$ cat src/rtl/wb_interconnect.sv
// Single-master, N-slave Wishbone interconnect.
// Decodes the master address against per-slave base/mask windows, runs one
// transaction at a time, and returns a registered ack or a bus error. Errors
// come from unmapped addresses or from a slave that never acks.

// Window comparator for one slave port.
module wb_ic_win_match #(
  parameter int addr_width = 32
) (
  input  logic [addr_width-1:0] adr,
  input  logic [addr_width-1:0] base,
  input  logic [addr_width-1:0] mask,
  output logic                  hit
);
  assign hit = ((adr & mask) == (base & mask));
endmodule

module wb_interconnect #(
  parameter int                             addr_width     = 32,
  parameter int                             data_width     = 32,
  parameter int                             num_slaves     = 4,
  parameter logic [num_slaves*addr_width-1:0] slave_base   = '0,
  parameter logic [num_slaves*addr_width-1:0] slave_mask   = '0,
  parameter int                             timeout_cycles = 255,
  parameter logic [data_width-1:0]          timeout_data   = data_width'(32'hDEADBEEF)
) (
  input  logic                             clock,
  input  logic                             reset,
  input  logic [addr_width-1:0]            m_adr,
  input  logic [data_width-1:0]            m_datwr,
  input  logic                             m_we,
  input  logic [data_width/8-1:0]          m_sel,
  input  logic                             m_stb,
  input  logic                             m_cyc,
  output logic [data_width-1:0]            m_datrd,
  output logic                             m_ack,
  output logic                             m_err,
  output logic [addr_width-1:0]            s_adr,
  output logic [data_width-1:0]            s_datwr,
  output logic                             s_we,
  output logic [data_width/8-1:0]          s_sel,
  output logic [num_slaves-1:0]            s_stb,
  output logic [num_slaves-1:0]            s_cyc,
  input  logic [num_slaves*data_width-1:0] s_datrd,
  input  logic [num_slaves-1:0]            s_ack,
  output logic [7:0]                       err_count
);

  localparam int          strobe_width = data_width / 8;
  localparam int          idx_w        = (num_slaves > 1) ? $clog2(num_slaves) : 1;
  // The counter holds the number of ACCESS cycles already spent, so the
  // cycle that sees timeout_cycles-1 is the last one allowed.
  localparam logic [15:0] tmo_last     = 16'(timeout_cycles - 1);

  typedef enum logic [1:0] {IDLE, ACCESS, RESP} state_t;

  state_t                  state, state_nxt;
  logic [num_slaves-1:0]   hit_vec;
  logic                    hit;
  logic [idx_w-1:0]        hit_idx;

  logic [idx_w-1:0]        idx, idx_nxt;
  logic [15:0]             tmo_cnt, tmo_nxt;
  logic [addr_width-1:0]   s_adr_nxt;
  logic [data_width-1:0]   s_datwr_nxt;
  logic                    s_we_nxt;
  logic [strobe_width-1:0] s_sel_nxt;
  logic [num_slaves-1:0]   s_stb_nxt;
  logic [data_width-1:0]   m_datrd_nxt;
  logic                    m_ack_nxt, m_err_nxt;

  // One window comparator per slave port.
  for (genvar i = 0; i < num_slaves; i++) begin : g_win
    wb_ic_win_match #(.addr_width(addr_width)) u_win (
      .adr  (m_adr),
      .base (slave_base[i*addr_width +: addr_width]),
      .mask (slave_mask[i*addr_width +: addr_width]),
      .hit  (hit_vec[i])
    );
  end

  // Priority encode: scan high to low so the lowest matching index wins.
  always_comb begin
    hit     = |hit_vec;
    hit_idx = '0;
    for (int i = num_slaves - 1; i >= 0; i--)
      if (hit_vec[i]) hit_idx = idx_w'(i);
  end

  assign s_cyc = s_stb;

  // Next-state and next-output logic; pulses default low every cycle.
  always_comb begin
    state_nxt   = state;
    idx_nxt     = idx;
    tmo_nxt     = tmo_cnt;
    s_adr_nxt   = s_adr;
    s_datwr_nxt = s_datwr;
    s_we_nxt    = s_we;
    s_sel_nxt   = s_sel;
    s_stb_nxt   = s_stb;
    m_datrd_nxt = m_datrd;
    m_ack_nxt   = 1'b0;
    m_err_nxt   = 1'b0;
    case (state)
      IDLE: begin
        tmo_nxt = '0;
        if (m_cyc && m_stb) begin
          s_adr_nxt   = m_adr;
          s_datwr_nxt = m_datwr;
          s_we_nxt    = m_we;
          s_sel_nxt   = m_sel;
          if (hit) begin
            idx_nxt   = hit_idx;
            s_stb_nxt = num_slaves'(1) << hit_idx;
            state_nxt = ACCESS;
          end else begin
            m_err_nxt   = 1'b1;
            m_datrd_nxt = timeout_data;
            state_nxt   = RESP;
          end
        end
      end
      ACCESS: begin
        if (!m_cyc) begin
          // Master abandoned the cycle: release the slave silently.
          s_stb_nxt = '0;
          tmo_nxt   = '0;
          state_nxt = IDLE;
        end else if (s_ack[idx]) begin
          m_ack_nxt   = 1'b1;
          m_datrd_nxt = s_datrd[idx*data_width +: data_width];
          s_stb_nxt   = '0;
          state_nxt   = RESP;
        end else if (tmo_cnt == tmo_last) begin
          m_err_nxt   = 1'b1;
          m_datrd_nxt = timeout_data;
          s_stb_nxt   = '0;
          state_nxt   = RESP;
        end else begin
          tmo_nxt = tmo_cnt + 16'd1;
        end
      end
      RESP: begin
        tmo_nxt   = '0;
        state_nxt = IDLE;
      end
      default: begin
        s_stb_nxt = '0;
        tmo_nxt   = '0;
        state_nxt = IDLE;
      end
    endcase
  end

  // State register.
  always_ff @(posedge clock or negedge reset)
    if (!reset) state <= IDLE;
    else        state <= state_nxt;

  // Datapath, response and error-count registers.
  always_ff @(posedge clock or negedge reset) begin
    if (!reset) begin
      idx       <= '0;
      tmo_cnt   <= '0;
      s_adr     <= '0;
      s_datwr   <= '0;
      s_we      <= 1'b0;
      s_sel     <= '0;
      s_stb     <= '0;
      m_datrd   <= '0;
      m_ack     <= 1'b0;
      m_err     <= 1'b0;
      err_count <= '0;
    end else begin
      idx     <= idx_nxt;
      tmo_cnt <= tmo_nxt;
      s_adr   <= s_adr_nxt;
      s_datwr <= s_datwr_nxt;
      s_we    <= s_we_nxt;
      s_sel   <= s_sel_nxt;
      s_stb   <= s_stb_nxt;
      m_datrd <= m_datrd_nxt;
      m_ack   <= m_ack_nxt;
      m_err   <= m_err_nxt;
      if (m_err_nxt && err_count != 8'hFF) err_count <= err_count + 8'd1;
    end
  end

endmodule

$ cat config.mk
export PLATFORM = sky130hd
export DESIGN_NAME = wb_interconnect
export DESIGN_NICKNAME = d
export VERILOG_FILES = /design/src/rtl/wb_interconnect.sv
export SDC_FILE = /design/constraint.sdc
export NUM_CORES = 1
export LEC_CHECK = 0
export CAP_MARGIN = 30
export CELL_PAD_IN_SITES_DETAIL_PLACEMENT = 0
export CELL_PAD_IN_SITES_GLOBAL_PLACEMENT = 1
export CORE_ASPECT_RATIO = 0.75
export CORE_MARGIN = 2
export CORE_UTILIZATION = 28
export CTS_CLUSTER_SIZE = 30
export DETAILED_ROUTE_END_ITERATION = 7
export GPL_ROUTABILITY_DRIVEN = 0
export PLACE_DENSITY_LB_ADDON = 0.12
export SETUP_SLACK_MARGIN = 0.1
export SYNTH_ARGS = -nofsm -noshare
export SYNTH_HDL_FRONTEND = slang
export SYNTH_SLANG_ARGS = --single-unit
$ cat constraint.sdc
create_clock -name clock -period 2.6 [get_ports clock]
set_input_delay 0.65 -clock clock [delete_from_list [all_inputs] [get_ports clock]]
set_output_delay 0.65 -clock clock [all_outputs]
set_load 0.01 [all_outputs]
* Word-level counts from Yosys, hierarchy flattened
Index checks and enable logic that the tools add are counted.
** Storage, ports and cells
- Register bits :: 133
- Bits of input ports :: 205
- Output and inout bits :: 119
- Word-level logic and storage cells :: 54
** Operators by class
- Add/sub/neg operators :: 2
- Equality and inequality tests :: 8
- Muxes and demuxes :: 23
- Bitwise gates (word level) :: 1
- Reduce and logical (&&, ||, !) cells :: 9
** Operators by type and width (count)
- $mux 16 :: 4
- $mux 32 :: 2
- $add 16x1->16 const B :: 1
- $eq 16x8->1 const B :: 1
- $mux 4 :: 4
- $pmux 4 s3 :: 1
- $add 8x1->8 const B :: 1
- $mux 2 :: 4
- $ne 8x8->1 const B :: 1
- $mux 1 :: 7
- $ne 3x3->1 const B :: 2
- $reduce_and 2->1 :: 3
- $reduce_and 3->1 :: 2
- $ne 4x4->1 const B :: 1
- $pmux 2 s2 :: 1
- $eq 2x1->1 const B :: 1
- $eq 2x2->1 const B :: 1
- $logic_and 1x1->1 :: 2
- $logic_not 2->1 :: 1
- $ne 2x2->1 const B :: 1
- $reduce_bool 2->1 :: 1
- $not 1->1 :: 1

* Longest topological paths before layout
Gate-level depths: netlist (run 1).
- Depth after elaboration :: 6
- Gate-level depth with buffers :: 8
- Mapped depth without buffers :: 7

* By module
Synthesis (run 1) repeated with hierarchy kept, for this count alone.
** Unflattened totals
- Cells, all modules :: 794
- Area total of the unflattened synthesis :: 8034.0 um^2
** By module, submodules not included
- wb_interconnect :: times used 1, cells an instance 582, area each 6282.3 um^2, seq. area each 3378.2 um^2
- wb_ic_win_match :: times used 4, cells an instance 53, area each 437.9 um^2, seq. area each 0.0 um^2

* Worst setup path after synthesis (run 1)
Ideal clock, no wire load.
- Kind :: register to register
- Start point :: reg tmo_cnt[11]
- End point :: reg err_count[1]
- Setup time :: 125 ps
- Data arrival time :: 1925 ps
- Data required time :: 2475 ps
- Slack :: 550 ps
- Stages on the path, launching flop included :: 5
- Path buffers :: 0
- Period minus slack after synthesis :: 2050 ps
- Cell sequence :: dfrtp_1 or4_4 nor4_4 o311a_1 mux2_2
** On the way
- Word-level cells in the longest chain between the ends :: 6
** RTL lines
- from (decl) :: line 63 : logic [15:0] tmo_cnt, tmo_nxt;
- from (signal assigned) :: line 177 : tmo_cnt <= tmo_nxt;
- $eq 16x8->1 :: line 135 : end else if (tmo_cnt == tmo_last) begin
- $mux 1 :: line 135
- $mux 1 :: line 130 : end else if (s_ack[idx]) begin
- $mux 1 :: line 125 : if (!m_cyc) begin
- $mux 1
- $logic_and 1x1->1 :: line 186 : if (m_err_nxt && err_count != 8'hFF) err_count <= err_count + 8'd1;
- to (signal assigned) :: line 186
- to (decl) :: line 46 : output logic [7:0] err_count
No other way between the ends.
A chain may end at the register's enable or synchronous reset.

* Worst setup path in the final report (run 1)
- Start point :: reg tmo_cnt[11]
- End point :: reg m_datrd[26]
** On the way
- Word-level cells in the longest chain between the ends :: 3
** RTL lines
- $eq 16x8->1 :: line 135
- $reduce_bool 2->1 (no source line)
- $reduce_and 3->1 (no source line)
- to (signal assigned) :: line 183 : m_datrd <= m_datrd_nxt;
- to (decl) :: line 35 : output logic [data_width-1:0] m_datrd,
No other way between the ends.

==> results.sh, run 1 <==
export IMPL_yosysSeqAreaShare_pct=61.9
export IMPL_io_pins=324
export IMPL_synth_top_family_by_area="multiplexers"
export IMPL_via_count=4018
export IMPL_hp_class="input port to async pin"
export IMPL_n_antenna_cell=0
export IMPL_std_cell_rows=43
export IMPL_final_cell_mix="clkdlybuf4s50_1, dfrtp_1, mux2_2"
export IMPL_ant_nets=0
export IMPL_drv_slew=0
export IMPL_grt_max_degree=72
export IMPL_die_w_um=162
export IMPL_drv_cap=0
export IMPL_skew_ns=0.00758
export IMPL_area_growth_synth_to_final_pct=59.5
export IMPL_grtUsageTotal_pct=15.4
export IMPL_crit_path_end_kind="register"
export IMPL_wl_per_cell_um=16.8
export IMPL_dp_hpwl_mm=10.7
export IMPL_viasPerCell=4.62
export IMPL_cp_max_fo=25
export IMPL_r2r_start="tmo_cnt[11]"
export IMPL_clk_pin_slew_worst_paths_ns=0.06
export IMPL_min_period_ns=2.19
export IMPL_final_nets=819
export IMPL_drc=0
export IMPL_cts_sinks=130
export IMPL_initial_core_util_pct=28.5
export IMPL_core_mm2=0.0185
export IMPL_hold_viol=0
export IMPL_worstPathArrival_ns=2.53
export IMPL_synth_seq_cells=130
export IMPL_cts_path_max_buffers=2
export IMPL_cts_hold_fix_buffers=0
export IMPL_final_util_pct=45.4
export IMPL_synth_simple_area_share_pct=8.52
export IMPL_setup_viol=0
export IMPL_drive_above_1_share_pct=19.8
export IMPL_ys_types=45
export IMPL_cts_tree="done"
export IMPL_htree_levels=4
export IMPL_synth_compound_area_share_pct=8.78
export IMPL_grt_pass1_vias=4400
export IMPL_rsz0062_at_grt="no"
export IMPL_synth_xor_area_share_pct=1.17
export IMPL_synthMuxAreaShare_pct=15.8
export IMPL_fin_crit_sh_pct=84.1
export IMPL_synth_flop_cell="dfrtp_1"
export IMPL_antenna_found_initial=0
export IMPL_synth_warnings=0
export IMPL_grt_pass1_wl_mm=23.6
export IMPL_status="finished clean"
export IMPL_power_density_mw_per_mm2=813
export IMPL_crit_type="register to register"
export IMPL_totalWireLength_mm=14.6
export IMPL_drtPass1Iterations=4
export IMPL_power_leakage_nw=3.35
export IMPL_crit_start="tmo_cnt[11]"
export IMPL_root_buffer="clkbuf_16"
export IMPL_async_flop_share_pct=100
export IMPL_cp_start_kind="register"
export IMPL_drt_iter0_drc=150
export IMPL_peakVddDrop_mv=0.395
export IMPL_post_cts_resized=0
export IMPL_synthCells=381
export IMPL_grt_overflow=0
export IMPL_layout_commonest_cell="clkdlybuf4s50_1"
export IMPL_avgSynthCellArea_um2=13.8
export IMPL_die_area_mm2=0.0199
export IMPL_worstPathRequired_ns=2.95
export IMPL_synthAdderAreaFrac_pct=0.714
export IMPL_timing_hold_ws_ns=0.172
export IMPL_clk_latency_ns=0.41
export IMPL_synth_area_mm2=0.00526
export IMPL_die_h_um=123
export IMPL_postCtsSetupBuffers=0
export IMPL_max_freq_ghz=0.457
export IMPL_tns_ns=0
export IMPL_finalPower_w=0.00682
export IMPL_cts_made_buffers=17
export IMPL_synth_edff_count=0
export IMPL_io_buffer_count=218
## worst max-delay path: stages (launching register included)
cell	delay, ns
dfrtp_1	0.42
or4_4	0.58
nor4_4	0.43
o21ai_2	0.10
inv_2	0.37
o22a_1	0.22
## kinds of logic after synthesis
logic type / count (synthesis)
AO/OA/AOI/OAI: 62
flip-flops: 130
multiplexers: 74
other: 1
adder cells (fa/ha/maj): 3
XOR/XNOR: 7
buffers and inverters: 30
AND/OR/NAND/NOR: 74
## registers in the layout, summed over array words and instances, names as in the netlist
| name | flops |
|---|---|
| m_err | 1 |
| state | 2 |
| s_adr | 32 |
| m_datrd | 32 |
| m_ack | 1 |
| s_cyc | 1 |
| s_datwr | 32 |
| s_sel | 4 |
| tmo_cnt | 16 |
| s_we | 1 |
| err_count | 8 |
## final timing paths
path	to	slack [ns]	cells past startpoint
max in group asynchronous	s_adr[27]	1.73	2
setup reg to reg	m_datrd[26]	0.41	5
hold / removal	err_count[3]	0.17	1
min in group clock	m_datrd[5]	0.49	1
hold reg to reg	m_datrd[5]	0.49	1
setup / recovery	m_datrd[26]	0.41	5
## per-layer routing
layer / global-route usage, % / share of wire [%] / up-vias
li1: - / - / 1851
met1: 18.5 / 41 / 2035
met2: 24.8 / 49 / 118
met3: 7.10 / 9.0 / 14
met4: 4.48 / 0.97 / 0
met5: 0 / 0 / -
## synth_stat cells (all sizes together), types with 2 or more instances
| master | instances | area share, % |
|---|---|---|
| nand3b | 2 | 0.29 |
| mux2 | 74 | 16 |
| a22o | 8 | 1.3 |
| o21ai | 10 | 1.0 |
| o2111ai | 2 | 0.33 |
| nor4b | 2 | 0.33 |
| o22a | 24 | 4.0 |
| nor4 | 3 | 0.64 |
| nand2 | 12 | 0.86 |
| or3 | 10 | 1.2 |
| ha | 3 | 0.71 |
| a21oi | 12 | 1.1 |
| buf | 11 | 1.7 |
| nand4 | 7 | 0.83 |
| xnor2 | 6 | 1.0 |
| dfrtp | 130 | 62 |
| nand3 | 9 | 0.86 |
| clkbuf | 13 | 0.93 |
| or4 | 5 | 0.79 |
| o31ai | 2 | 0.29 |
| inv | 5 | 0.36 |
| nand2b | 3 | 0.36 |
| nor3 | 3 | 0.29 |
| nand4b | 2 | 0.33 |
| nor2 | 9 | 0.64 |
## report_power, final
group / leakage, nW / internal [W] / switching [W] / total [W]
clock network: 0.295 / 0.00163 / 0.000909 / 0.00254
registers: 1.58 / 0.00241 / 0.000205 / 0.00261
logic: 1.47 / 0.00107 / 0.000597 / 0.00167
total: 3.35 / 0.00511 / 0.00171 / 0.00682
## cell type report
cell class | count | area, µm²
fill | 1696 | 10100
sequential | 130 | 3250
timing repair buffer | 230 | 2300
multi-input combinational | 226 | 1880
clock buffer | 18 | 439
tap | 247 | 309
clock inverter | 12 | 183
inverter | 6 | 22.5
## per-stage QoR
step / cells / area [µm²] / worst slack (ns)
final: 869 / 8380 / 0.413
after global routing: 869 / 8380 / 0.258
after CTS: 869 / 8380 / 0.374
after detailed placement: 839 / 7760 / 0.135
after global placement: 839 / 7760 / 0.181
after floorplan: 386 / 5280 / 0.550
Power figures use the tool's default switching activity.
==> run 2: changes to the inputs <==
CORE_UTILIZATION = 25   (was 28)
clock period = 1.9 ns   (was 2.6 ns; I/O delays follow)
==> run 2 against run 1 <==
Net effect: the run now ends with setup timing left; count of clock-buffer cells in the layout down 1; via count up 5.0%; worst hold slack better by 0.31 ns; die area up 12%; cell count up 10%; utilization down 0.54 points; power up 33%; combinational power up 26%; first-iteration DRC count down 19%; setup slack worse by 0.50 ns; sequential share of layout area down 3.3 points; critical endpoint is now tmo_cnt[1]; highest routed layer unchanged.
==> results.sh, run 2 (synthesis results as in run 1) <==
export IMPL_status="complete, but fails checks"
export IMPL_violations="setup timing"
export IMPL_worstPathRequired_ns=2.19
export IMPL_worstRegToRegCells=5
export IMPL_nFillCells=1880
export IMPL_dp_hpwl_mm=11.9
export IMPL_root_buffer="clkbuf_16"
export IMPL_via_count=4217
export IMPL_totalWireLength_mm=16.5
export IMPL_grt_util_met3_pct=6.17
export IMPL_max_freq_ghz=0.504
export IMPL_crit_type="register to register"
export IMPL_die_h_um=130
export IMPL_setup_viol=23
export IMPL_initial_core_util_pct=25.7
export IMPL_final_cells=960
export IMPL_power_leakage_nw=4.20
export IMPL_cp_max_fo=3
export IMPL_clk_pin_slew_worst_paths_ns=0.06
export IMPL_layout_setup_ws_ns=-0.0827
export IMPL_io_pins=324
export IMPL_peakVddDrop_mv=0.429
export IMPL_hold_path_depth=1
export IMPL_antenna_found_initial=0
export IMPL_hp_class="register to register"
export IMPL_swShare_pct=26.1
export IMPL_skew_ns=0.00868
export IMPL_die_area_mm2=0.0222
export IMPL_dpl_instance_area_mm2=0.00816
export IMPL_rsz0062_at_grt="yes"
export IMPL_cts_path_max_buffers=2
export IMPL_crit_path_end_kind="register"
export IMPL_use_met2_pct=23.8
export IMPL_grt_pass1_vias=4639
export IMPL_hold_viol=0
export IMPL_htree_levels=4
export IMPL_drc=0
export IMPL_reg_top3="m_datrd x32, s_adr x32, s_datwr x32"
export IMPL_cts_tree="done"
export IMPL_core_mm2=0.0204
export IMPL_grt_met1_usage_pct=17.8
export IMPL_grtUsageTotal_pct=14.7
export IMPL_power_density_mw_per_mm2=991
export IMPL_cp_start_kind="register"
export IMPL_drive_above_1_share_pct=30.5
export IMPL_power_internal_w=0.00671
export IMPL_finalPower_w=0.00909
export IMPL_busiest_layer="met2"
export IMPL_min_period_ns=1.98
export IMPL_switchingPower_w=0.00238
export IMPL_area_growth_synth_to_final_pct=74.5
export IMPL_cts_sinks=130
export IMPL_combPwrFrac_pct=23.1
export IMPL_fin_crit_sh_pct=104
export IMPL_grt_max_degree=40
export IMPL_n_antenna_cell=0
export IMPL_viasPerCell=4.39
export IMPL_drv_cap=0
export IMPL_worstPathArrival_ns=2.27
export IMPL_final_cell_mix="dfrtp_1, clkdlybuf4s50_1, dlygate4sd2_1"
export IMPL_sequentialPowerShare_pct=39.2
export IMPL_grt_pass1_wl_mm=24.8
export IMPL_final_nets=875
export IMPL_drtPass1Iterations=4
export IMPL_clockPowerShare_pct=37.7
export IMPL_die_w_um=171
export IMPL_ant_nets=0
export IMPL_io_buffer_count=218
export IMPL_grt_overflow=0
export IMPL_std_cell_rows=45
export IMPL_place_inst=908
export IMPL_wl_per_cell_um=17.2
export IMPL_finalInstanceArea_mm2=0.00918
export IMPL_drv_slew=0
export IMPL_layout_commonest_cell="dfrtp_1"
export IMPL_clk_latency_ns=0.42
export IMPL_cts_made_buffers=17
export IMPL_drt_iter0_drc=121
run 2: cell count changes in the layout (fill, tap and decap cells not counted), sizes merged:
cell / previous run / this run
clkdlybuf4s50: 217 / 105
dlygate4sd2: 0 / 76
buf: 13 / 66
dlymetal6s2s: 0 / 36
clkbuf: 18 / 19
clkinv: 4 / 5
clkinvlp: 3 / 4
dlygate4sd3: 0 / 1
inv: 7 / 6
run 2: what timing repair did:
action | CTS | global route
resized for setup | 93 | 69
hold buffers | 1 | 0
endpoints found under the setup margin | 130 | 105
cloned | 1 | 3
buffers inserted | 8 | 10
pin swaps | 5 | 28
endpoints found under the hold margin | 36 | 0
run 2: final cells by class:
cell class | instances | area, µm² | share of cell area [%]
Sequential cell | 130 | 3250 | 35.5
Inverter | 6 | 25.0 | 0.273
Clock buffer | 17 | 425 | 4.64
Tap cell | 282 | 353 | 3.85
Clock inverter | 13 | 186 | 2.03
Timing Repair Buffer | 286 | 2880 | 31.4
Multi-Input combinational cell | 226 | 2050 | 22.4
run 2: final timing paths:
check	from	end	slack, ns
worst min register to register	m_datrd[6]	m_datrd[6]	0.48
worst max register to register	tmo_cnt[13]	tmo_cnt[1]	-0.08
max in group asynchronous	reset	s_adr[13]	0.76
worst min-delay path	m_datrd[6]	m_datrd[6]	0.48
min in group asynchronous	reset	m_err	0.55
worst max-delay path	tmo_cnt[13]	tmo_cnt[1]	-0.08
run 2: layer usage:
layer,wire length (µm),vias to the layer above
met5,0,-
met2,7990,124
li1,-,1971
met3,1300,18
met4,209,0
met1,6980,2104
run 2: power groups by stage:
stage	Clock [W]	Sequential [W]	Combinational, W
6_report	0.00343	0.00356	0.00210
5_1_grt	0.00367	0.00365	0.00226
4_1_cts	0.00352	0.00358	0.00216
3_5_place_dp	0	0.00362	0.00240
3_3_place_gp	0	0.00360	0.00240
2_1_floorplan	0	0.00386	0.000546
run 2: metrics by stage:
| stage | TNS [ns] | worst slack, ns | hold slack (ns) | util, % |
|---|---|---|---|---|
| final | -0.391 | -0.0827 | 0.481 | 44.9 |
| after global routing | -5.11 | -0.154 | 0.510 | 44.9 |
| after CTS | -1.50 | -0.0551 | 0.486 | 43.2 |
| after detailed placement | -27.14 | -0.346 | 0.428 | 39.9 |
| after global placement | -24.48 | -0.298 | 0.425 | 39.9 |
| after floorplan | 0 | 0.0198 | 0.179 | - |
run 2: critical path, cell delays in order (launching register included):
cell and delay [ns]:
dfrtp_1 0.37, or4_4 0.56, buf_6 0.14, or4_4 0.57, a21oi_2 0.17, a211oi_2 0.05
